==> src/rtl/perceptron_engine.sv <==
// APB-programmed perceptron: streams LEN pixel/weight words, multiply-accumulates every lane,
// adds a bias and reports a saturated score, a binary decision and a completion pulse.
module perceptron_engine #(
  parameter int AMBA_WORD       = 24,
  parameter int AMBA_ADDR_DEPTH = 12,
  parameter int CHANNELS        = 3,
  parameter int WEIGHT_W        = 5,
  parameter int ACC_W           = 32
) (
  input  logic                         clk,
  input  logic                         rst,
  input  logic                         PSEL,
  input  logic                         PENABLE,
  input  logic                         PWRITE,
  input  logic [AMBA_ADDR_DEPTH-1:0]   PADDR,
  input  logic [AMBA_WORD-1:0]         PWDATA,
  output logic [AMBA_WORD-1:0]         PRDATA,
  output logic                         PREADY,
  output logic                         mem_rd_en,
  output logic [AMBA_ADDR_DEPTH-1:0]   mem_rd_addr,
  input  logic [AMBA_WORD-1:0]         pix_rd_data,
  input  logic [CHANNELS*WEIGHT_W-1:0] wgt_rd_data,
  output logic                         cat_rec_out,
  output logic [AMBA_WORD-1:0]         score,
  output logic                         done_irq
);

  localparam int PIXEL_W = AMBA_WORD / CHANNELS;
  localparam int AD      = AMBA_ADDR_DEPTH;

  localparam logic [AD-1:0] A_CTRL   = AD'(3'd0);
  localparam logic [AD-1:0] A_LEN    = AD'(3'd1);
  localparam logic [AD-1:0] A_BIAS   = AD'(3'd2);
  localparam logic [AD-1:0] A_STATUS = AD'(3'd3);
  localparam logic [AD-1:0] A_SCORE  = AD'(3'd4);

  localparam logic signed [ACC_W-1:0] SAT_MAX =
    {{(ACC_W-AMBA_WORD+1){1'b0}}, {(AMBA_WORD-1){1'b1}}};
  localparam logic signed [ACC_W-1:0] SAT_MIN =
    {{(ACC_W-AMBA_WORD+1){1'b1}}, {(AMBA_WORD-1){1'b0}}};

  typedef enum logic [2:0] {
    S_IDLE  = 3'd0,
    S_RUN   = 3'd1,
    S_DRAIN = 3'd2,
    S_BIAS  = 3'd3,
    S_DONE  = 3'd4
  } state_t;

  state_t                    state_r, state_next_s;
  logic [AD-1:0]             idx_r, idx_next_s;
  logic                      rd_en_r, rd_en_next_s;
  logic                      rd_valid_r;
  logic signed [ACC_W-1:0]   acc_r;
  logic signed [ACC_W-1:0]   lane_sum_s;
  logic [AD-1:0]             len_r;
  logic [AMBA_WORD-1:0]      bias_r;
  logic                      done_r, cat_r, done_irq_r;
  logic [AMBA_WORD-1:0]      score_r;
  logic [AMBA_WORD-1:0]      prdata_s;
  logic                      wr_s, ctrl_wr_s, busy_s, go_s, kill_s;

  // Sum over all lanes of zero-extended pixel times sign-extended weight.
  function automatic logic signed [ACC_W-1:0] mac_word(
    input logic [AMBA_WORD-1:0]         pix,
    input logic [CHANNELS*WEIGHT_W-1:0] wgt
  );
    logic signed [ACC_W-1:0] px, wt, sum;
    sum = {ACC_W{1'b0}};
    for (int c = 0; c < CHANNELS; c++) begin
      px  = {{(ACC_W-PIXEL_W){1'b0}}, pix[c*PIXEL_W +: PIXEL_W]};
      wt  = {{(ACC_W-WEIGHT_W){wgt[c*WEIGHT_W+WEIGHT_W-1]}}, wgt[c*WEIGHT_W +: WEIGHT_W]};
      sum = sum + px * wt;
    end
    return sum;
  endfunction

  // Clamp the accumulator into the signed AMBA_WORD range.
  function automatic logic [AMBA_WORD-1:0] saturate(input logic signed [ACC_W-1:0] a);
    logic [AMBA_WORD-1:0] r;
    if (a > SAT_MAX) begin
      r = SAT_MAX[AMBA_WORD-1:0];
    end else if (a < SAT_MIN) begin
      r = SAT_MIN[AMBA_WORD-1:0];
    end else begin
      r = a[AMBA_WORD-1:0];
    end
    return r;
  endfunction

  assign wr_s      = PSEL & PENABLE & PWRITE;
  assign ctrl_wr_s = wr_s & (PADDR == A_CTRL);
  assign busy_s    = (state_r != S_IDLE);
  // Abort outranks start in the same write, so a combined write never launches a run.
  assign go_s      = ctrl_wr_s & PWDATA[0] & ~PWDATA[1] & ~busy_s;
  assign kill_s    = ctrl_wr_s & PWDATA[1] & busy_s;
  assign lane_sum_s = mac_word(pix_rd_data, wgt_rd_data);

  // Next-state, read index and read strobe for the sequencing FSM.
  always_comb begin
    state_next_s = state_r;
    idx_next_s   = idx_r;
    rd_en_next_s = 1'b0;
    if (kill_s) begin
      state_next_s = S_IDLE;
    end else begin
      case (state_r)
        S_IDLE: begin
          if (go_s) begin
            idx_next_s = {AD{1'b0}};
            if (len_r != {AD{1'b0}}) begin
              state_next_s = S_RUN;
              rd_en_next_s = 1'b1;
            end else begin
              state_next_s = S_DRAIN;
            end
          end else begin
            state_next_s = S_IDLE;
          end
        end
        S_RUN: begin
          if (idx_r == len_r - AD'(1'b1)) begin
            state_next_s = S_DRAIN;
          end else begin
            idx_next_s   = idx_r + AD'(1'b1);
            rd_en_next_s = 1'b1;
          end
        end
        S_DRAIN: state_next_s = S_BIAS;
        S_BIAS:  state_next_s = S_DONE;
        S_DONE:  state_next_s = S_IDLE;
        default: state_next_s = S_IDLE;
      endcase
    end
  end

  // FSM state, read address/strobe and the one-cycle read-data valid delay.
  always_ff @(posedge clk or posedge rst) begin
    if (rst) begin
      state_r    <= S_IDLE;
      idx_r      <= {AD{1'b0}};
      rd_en_r    <= 1'b0;
      rd_valid_r <= 1'b0;
    end else begin
      state_r    <= state_next_s;
      idx_r      <= idx_next_s;
      rd_en_r    <= rd_en_next_s;
      rd_valid_r <= rd_en_r;
    end
  end

  // Programmable registers, accumulator and result registers.
  always_ff @(posedge clk or posedge rst) begin
    if (rst) begin
      len_r      <= {AD{1'b0}};
      bias_r     <= {AMBA_WORD{1'b0}};
      acc_r      <= {ACC_W{1'b0}};
      done_r     <= 1'b0;
      cat_r      <= 1'b0;
      score_r    <= {AMBA_WORD{1'b0}};
      done_irq_r <= 1'b0;
    end else begin
      if (wr_s && !busy_s && PADDR == A_LEN) begin
        len_r <= PWDATA[AD-1:0];
      end
      if (wr_s && !busy_s && PADDR == A_BIAS) begin
        bias_r <= PWDATA;
      end
      // A read still in flight after an abort must not leak into the cleared accumulator.
      if (go_s || kill_s) begin
        acc_r <= {ACC_W{1'b0}};
      end else if (state_r == S_BIAS) begin
        acc_r <= acc_r + {{(ACC_W-AMBA_WORD){bias_r[AMBA_WORD-1]}}, bias_r};
      end else if (rd_valid_r && busy_s) begin
        acc_r <= acc_r + lane_sum_s;
      end
      if (state_r == S_DONE && !kill_s) begin
        score_r    <= saturate(acc_r);
        cat_r      <= ~acc_r[ACC_W-1] & (acc_r != {ACC_W{1'b0}});
        done_r     <= 1'b1;
        done_irq_r <= 1'b1;
      end else begin
        done_irq_r <= 1'b0;
        if (go_s) begin
          done_r <= 1'b0;
        end
      end
    end
  end

  // APB read mux; unmapped and write-only addresses read as zero.
  always_comb begin
    prdata_s = {AMBA_WORD{1'b0}};
    if (PSEL && !PWRITE) begin
      case (PADDR)
        A_LEN:    prdata_s = AMBA_WORD'(len_r);
        A_BIAS:   prdata_s = bias_r;
        A_STATUS: prdata_s = AMBA_WORD'({cat_r, done_r, busy_s});
        A_SCORE:  prdata_s = score_r;
        default:  prdata_s = {AMBA_WORD{1'b0}};
      endcase
    end else begin
      prdata_s = {AMBA_WORD{1'b0}};
    end
  end

  assign PRDATA      = prdata_s;
  assign PREADY      = 1'b1;
  assign mem_rd_en   = rd_en_r;
  assign mem_rd_addr = idx_r;
  assign cat_rec_out = cat_r;
  assign score       = score_r;
  assign done_irq    = done_irq_r;

endmodule

==> config.mk <==
export PLATFORM = sky130hd
export DESIGN_NAME = perceptron_engine
export DESIGN_NICKNAME = d
export VERILOG_FILES = /design/src/rtl/perceptron_engine.sv
export SDC_FILE = /design/constraint.sdc
export NUM_CORES = 1
export LEC_CHECK = 0
export ABC_AREA = 1
export CAP_MARGIN = 20
export CORE_ASPECT_RATIO = 2
export CORE_MARGIN = 2
export CORE_UTILIZATION = 55
export DETAILED_ROUTE_END_ITERATION = 7
export HOLD_SLACK_MARGIN = 0.03
export MAX_ROUTING_LAYER = met4
export PLACE_DENSITY = 0.81
export RECOVER_POWER = 25
export SYNTH_ARGS = -nofsm -noshare
export SYNTH_HDL_FRONTEND = slang
export SYNTH_SLANG_ARGS = --single-unit
export TNS_END_PERCENT = 30
==> constraint.sdc <==
create_clock -name clk -period 3.8 [get_ports clk]
set_input_delay 1.14 -clock clk [delete_from_list [all_inputs] [get_ports clk]]
set_output_delay 1.14 -clock clk [all_outputs]
set_load 0.1 [all_outputs]
==> Word-level counts from Yosys, hierarchy flattened <==
Cells that the tools add are included.
{ "totals": {"register_bits": 112, "input_bits": 80, "out_inout_bits": 64} }
{ "classes": {"add_sub_neg": 6, "mul": 3, "n_lt_le_gt_ge": 2, "eq_ne": 12, "mux": 23, "bitwise_logic": 13, "reduce_logical": 19} }
{ "ops": {"columns": ["op", "n"], "rows": [
  ["32-bit 2-to-1 mux", 3],
  ["24-bit case mux with 4 select lines", 1],
  ["24-bit 2-to-1 mux", 3],
  ["9-bit by 5-bit multiplier with 14-bit output", 3],
  ["32-bit by 16-bit adder with 32-bit output", 1],
  ["32-bit adder", 1],
  ["32-bit by 24-bit > comparator with 1-bit output, second input constant", 1],
  ["32-bit by 24-bit less-than comparator with 1-bit output, second input constant", 1],
  ["32-bit nonzero test", 1],
  ["12-bit by 2-bit == test with 1-bit output, second input constant", 2],
  ["12-bit 2-to-1 mux", 2],
  ["12-bit case mux with 2 select lines", 1],
  ["15-bit by 14-bit adder with 16-bit output", 1],
  ["14-bit by 14-bit adder with 15-bit output", 1],
  ["12-bit by 1-bit adder with 12-bit output, second input constant", 1],
  ["12-bit by 1-bit == test with 1-bit output, second input constant", 1],
  ["12-bit == test", 1],
  ["12-bit by 3-bit == test with 1-bit output, second input constant", 1],
  ["12-bit logical NOT", 1],
  ["3-bit case mux with 4 select lines", 1],
  ["12-bit nonzero test", 1],
  ["12-bit by 1-bit subtractor with 12-bit output, second input constant", 1],
  ["1-bit bitwise AND", 9],
  ["3-bit 2-to-1 mux", 3],
  ["other kinds (16)", 36]
]} }

==> Depth between registers and ports, before layout <==
{ "logic_depth": {"word_depth": 9, "mapped_depth": 29, "mapped_depth_nobuf": 28} }

==> Least setup slack after synthesis <==
OpenSTA, ideal clock, no wires.
{ "synth_path": {"path_type": "input to register", "from": "input port wgt_rd_data[14]", "to": "register acc_r[30]", "t_arrival_ns": 6.147, "required_ns": 3.683, "slack_ns": -2.465, "cell_stages": 27, "cell_sequence": "inv_1 -> clkbuf_1 -> nor2_1 -> fa_1 -> inv_1 -> fa_1 -> inv_1 -> fa_1 -> fa_1 -> inv_1 -> fa_1 -> inv_1 -> fa_1 -> ha_1 -> nand2_1 -> nor2_1 -> nand2_1 -> nand3_1 -> nand2_1 -> nand2_1 -> nand2_1 -> nand2_1 -> nand2_1 -> nand3_1 -> nand2_1 -> nand2_1 -> nand2_1"} }
{ "synth_via": {"elab_chain_len": 6} }
{ "synth_rtl": {"columns": ["item", "line_no", "source"], "rows": [
  ["from (decl)", "22", "input logic [CHANNELS*WEIGHT_W-1:0] wgt_rd_data,"],
  ["9-bit by 5-bit multiplier with 14-bit output", "73", "sum = sum + px * wt;"],
  ["15-bit by 14-bit adder with 16-bit output", "73", null],
  ["32-bit by 16-bit adder with 32-bit output", "175", "acc_r <= acc_r + lane_sum_s;"],
  ["32-bit 2-to-1 mux", "174", "end else if (rd_valid_r && busy_s) begin"],
  ["32-bit 2-to-1 mux", "172", "end else if (state_r == S_BIAS) begin"],
  ["32-bit 2-to-1 mux", "170", "if (go_s || kill_s) begin"],
  ["to (signal assigned)", "171", "acc_r <= {ACC_W{1'b0}};"],
  ["to (signal assigned)", "173", "acc_r <= acc_r + {{(ACC_W-AMBA_WORD){bias_r[AMBA_WORD-1]}}, bias_r};"],
  ["to (signal assigned)", "175", null],
  ["to (decl)", "54", "logic signed [ACC_W-1:0] acc_r;"]
]} }
Every way passes these cells. The select of a mux whose other input is x is not followed.
A chain may end at the register's enable or synchronous reset.

==> Final worst setup path <==
{ "layout_path": {"from": "input port wgt_rd_data[8]", "to": "register acc_r[26]"} }
{ "layout_via": {"elab_chain_len": 7} }
{ "layout_rtl": {"columns": ["item", "line_no"], "rows": [
  ["9-bit by 5-bit multiplier with 14-bit output", "73"],
  ["14-bit by 14-bit adder with 15-bit output", "73"],
  ["15-bit by 14-bit adder with 16-bit output", "73"],
  ["32-bit by 16-bit adder with 32-bit output", "175"],
  ["32-bit 2-to-1 mux", "174"],
  ["32-bit 2-to-1 mux", "172"],
  ["32-bit 2-to-1 mux", "170"]
]} }
Every way passes these cells. The select of a mux whose other input is x is not followed.

==> impl_metrics.yaml <==
setup_path:
  r2r-start: "acc_r[4]"
  crit_fanout: 4
  crit_path_start_kind: "input pin"
  r2r-end: "acc_r[26]"
  worst_path_largest_cell_delay_ps: 550
  required_ps: 4080
  worstSetupPathType: "input pin to flop"
  r2r_setup_slack_ps: -680
  rr_worst_depth: 22
  crit_arrival_ps: 6200
  worst_path_max_delay_cell: "fa_1"
  timing.critical_path.mode_cell: "nand2_1"
  end_kind: "flop"
placed_design:
  routabilityCongestion: 1.005
  dpl.hpwl_um: 45330
  portBuffers: 142
synth:
  synthesis.nets: 2690
  synth_top_area_share_pct: 17.69
  synth-seq-area-share_pct: 17.69
  synth_cell_type_count: 49
  syn-instance-count: 2344
  async_flop_share_pct: 100.0
  synthTopCellsByArea: "dfrtp_1, fa_1, nand2_1, inv_1, ha_1"
  ys.flop_type: "dfrtp_1"
  avgSynthCellArea_um2: 6.757
  syn-cell-area_um2: 15840
  synth.most_common_cell: "nand2_1"
  synth_top_area_cell: "dfrtp_1"
  ys_warn_count: 0
  synth_edf_count: 0
  synth_seq_cells: 112
  synth_common_cells: "nand2_1, inv_1, nor2_1, nand3_1, fa_1"
die:
  rows: 87
  coreArea_um2: 28300
  die_x_um: 124.0
  start_util_pct: 55.96
  die_y_um: 244.0
  ios: 144
  dieArea_um2: 30250
sta:
  fin_ws_ps: -2125
  fmax_mhz: 168.8
  timing.final.crit_period_ps: 5925
  worst_slew_margin_rel_pct: -32.14
  worst_pin_slew_ps: 1982
  fin_worst_skew_ps: 12.21
  slew_viol_final: 77
  hold_violations: 0
  fin_crit_sh_pct: 155.9
  rsz0062_at_grt: "true"
  timing.hold.ws_ps: 405.2
  setup_violations: 47
cts:
  clk_pin_slew_ps: 80
  cts_buffer_depth: 2
  cts_tree: "yes"
  insertion_delay_ps: 390
  cts_root_buffer: "clkbuf_16"
  cts_buffers: 9
  h-tree-depth: 3
  clock_sinks: 112
  ctsHoldBuffers: 0
route:
  vias: 17246
  postRouteAntennaNets: 0
  wl_met2_um: 30450
  top_layer: "met4"
  route.met3.wl_um: 4511
  wl_um: 59580
  dr.pass1.iters: 7
  wl_met1_um: 18040
  routed_via_density: 5.741
  routedWlPerCell_um: 19.83
  remaining_drc_errors: 0
  drt-initial-drc-count: 1386
finish:
  drive_gt1_share_pct: 23.00
  nets: 2985
  area_growth_pct: 30.28
  multi_input_area_um2: 11940
  regArea_um2: 2803
  fillers: 2165
min_path:
  hold_start: "mem_rd_en"
  min_path_type: "flop to flop"
  worstHoldEndpoint: "rd_valid_r"
  hold-path-cell-count: 0
grt:
  gr-usage-all-layers_pct: 41.51
  grt_max_degree: 77
  globalRouteOverflowTotal: 0
  antenna_found_initial: 4
  grt_pass1_vias: 18121
  grt_pass1_wl_um: 92310
run_status:
  status: "finished with violations"
  violations: "max-capacitance violations, max-slew violations, negative setup slack"
flow_run:
  max-cap-violations: 1
## metrics by stage
step / cell area [um^2] / utilization [%] / worst slack, ps / setup TNS (ps) / instances
floorplan: 16410 / - / -1967 / -98920 / 2344
global placement: 19490 / 68.86 / -2862 / -91930 / 2964
detailed placement: 19490 / 68.86 / -2953 / -95920 / 2964
CTS: 20210 / 71.42 / -2063 / -62970 / 2989
global route: 20630 / 72.91 / -2357 / -69100 / 3004
finish: 20630 / 72.91 / -2125 / -61520 / 3004
## worst max-delay path, delay by kind of cell
kind / cells / cell delay, ps
AO/OA/AOI/OAI: 1 / 220
adder cells (fa/ha/maj): 7 / 3060
buffers and inverters: 8 / 630
AND/OR/NAND/NOR: 12 / 1150
## cell families after synthesis
kind of cell / count (synthesis) / share of synthesized area [%]
AND/OR/NAND/NOR: 1153 / 30.85
buffers and inverters: 563 / 13.78
adder cells (fa/ha/maj): 266 / 27.55
AO/OA/AOI/OAI: 203 / 7.204
flip-flops: 112 / 17.69
XOR/XNOR: 32 / 1.769
multiplexers: 14 / 1.130
other: 1 / 0.02368
## how the worst max path moves through the flow
stage	cells after the start	endpoint	start	slack [ps]
final	28	acc_r[26]	wgt_rd_data[8]	-2120
after floorplan	25	acc_r[29]	wgt_rd_data[14]	-1970
after detailed placement	26	acc_r[30]	wgt_rd_data[4]	-2950
after global placement	26	acc_r[30]	wgt_rd_data[4]	-2860
after global routing	24	acc_r[25]	pix_rd_data[21]	-2360
after CTS	24	acc_r[25]	wgt_rd_data[14]	-2060
## what timing repair did
action / 4_1_cts / 5_1_grt
setup buffers: 9 / 13
gates cloned: 0 / 0
endpoints found under the setup margin: 55 / 55
pin swaps: 110 / 114
gates resized for setup: 265 / 196
## per-layer routing
layer	up-vias	global-route usage, %
li1	7779	-
met1	8036	37.51
met2	951	68.99
met3	480	12.41
met4	0	35.33
met5	-	-
## layout by cell type (no fill, tap or decap), types with 61 or more instances in the layout
| cell type | count |
|---|---|
| nand2_1 | 620 |
| nor2_1 | 151 |
| buf_4 | 206 |
| dfrtp_1 | 112 |
| ha_1 | 118 |
| nand2_2 | 61 |
| a21oi_1 | 86 |
| inv_1 | 469 |
| fa_1 | 120 |
| nand3_1 | 138 |
## state kept, by name (all words and copies together), names as in the netlist, 3 cells and up
| register | count |
|---|---|
| acc_r | 32 |
| bias_r | 24 |
| score | 24 |
| len_r | 12 |
| mem_rd_addr | 12 |
| state_r | 3 |
## layout make-up
type,count,share of cell area (%)
well taps,356,2.159
inverters,512,9.483
diodes,4,0.04851
flip-flops and latches,112,13.58
clock inverters,6,0.5882
repair buffers,335,15.10
multi-input cells,1669,57.88
clock buffers,10,1.158
Power is left out: the tool's default activity adds up to more than one toggle a clock period on the data nets, which glitch-free logic cannot reach.
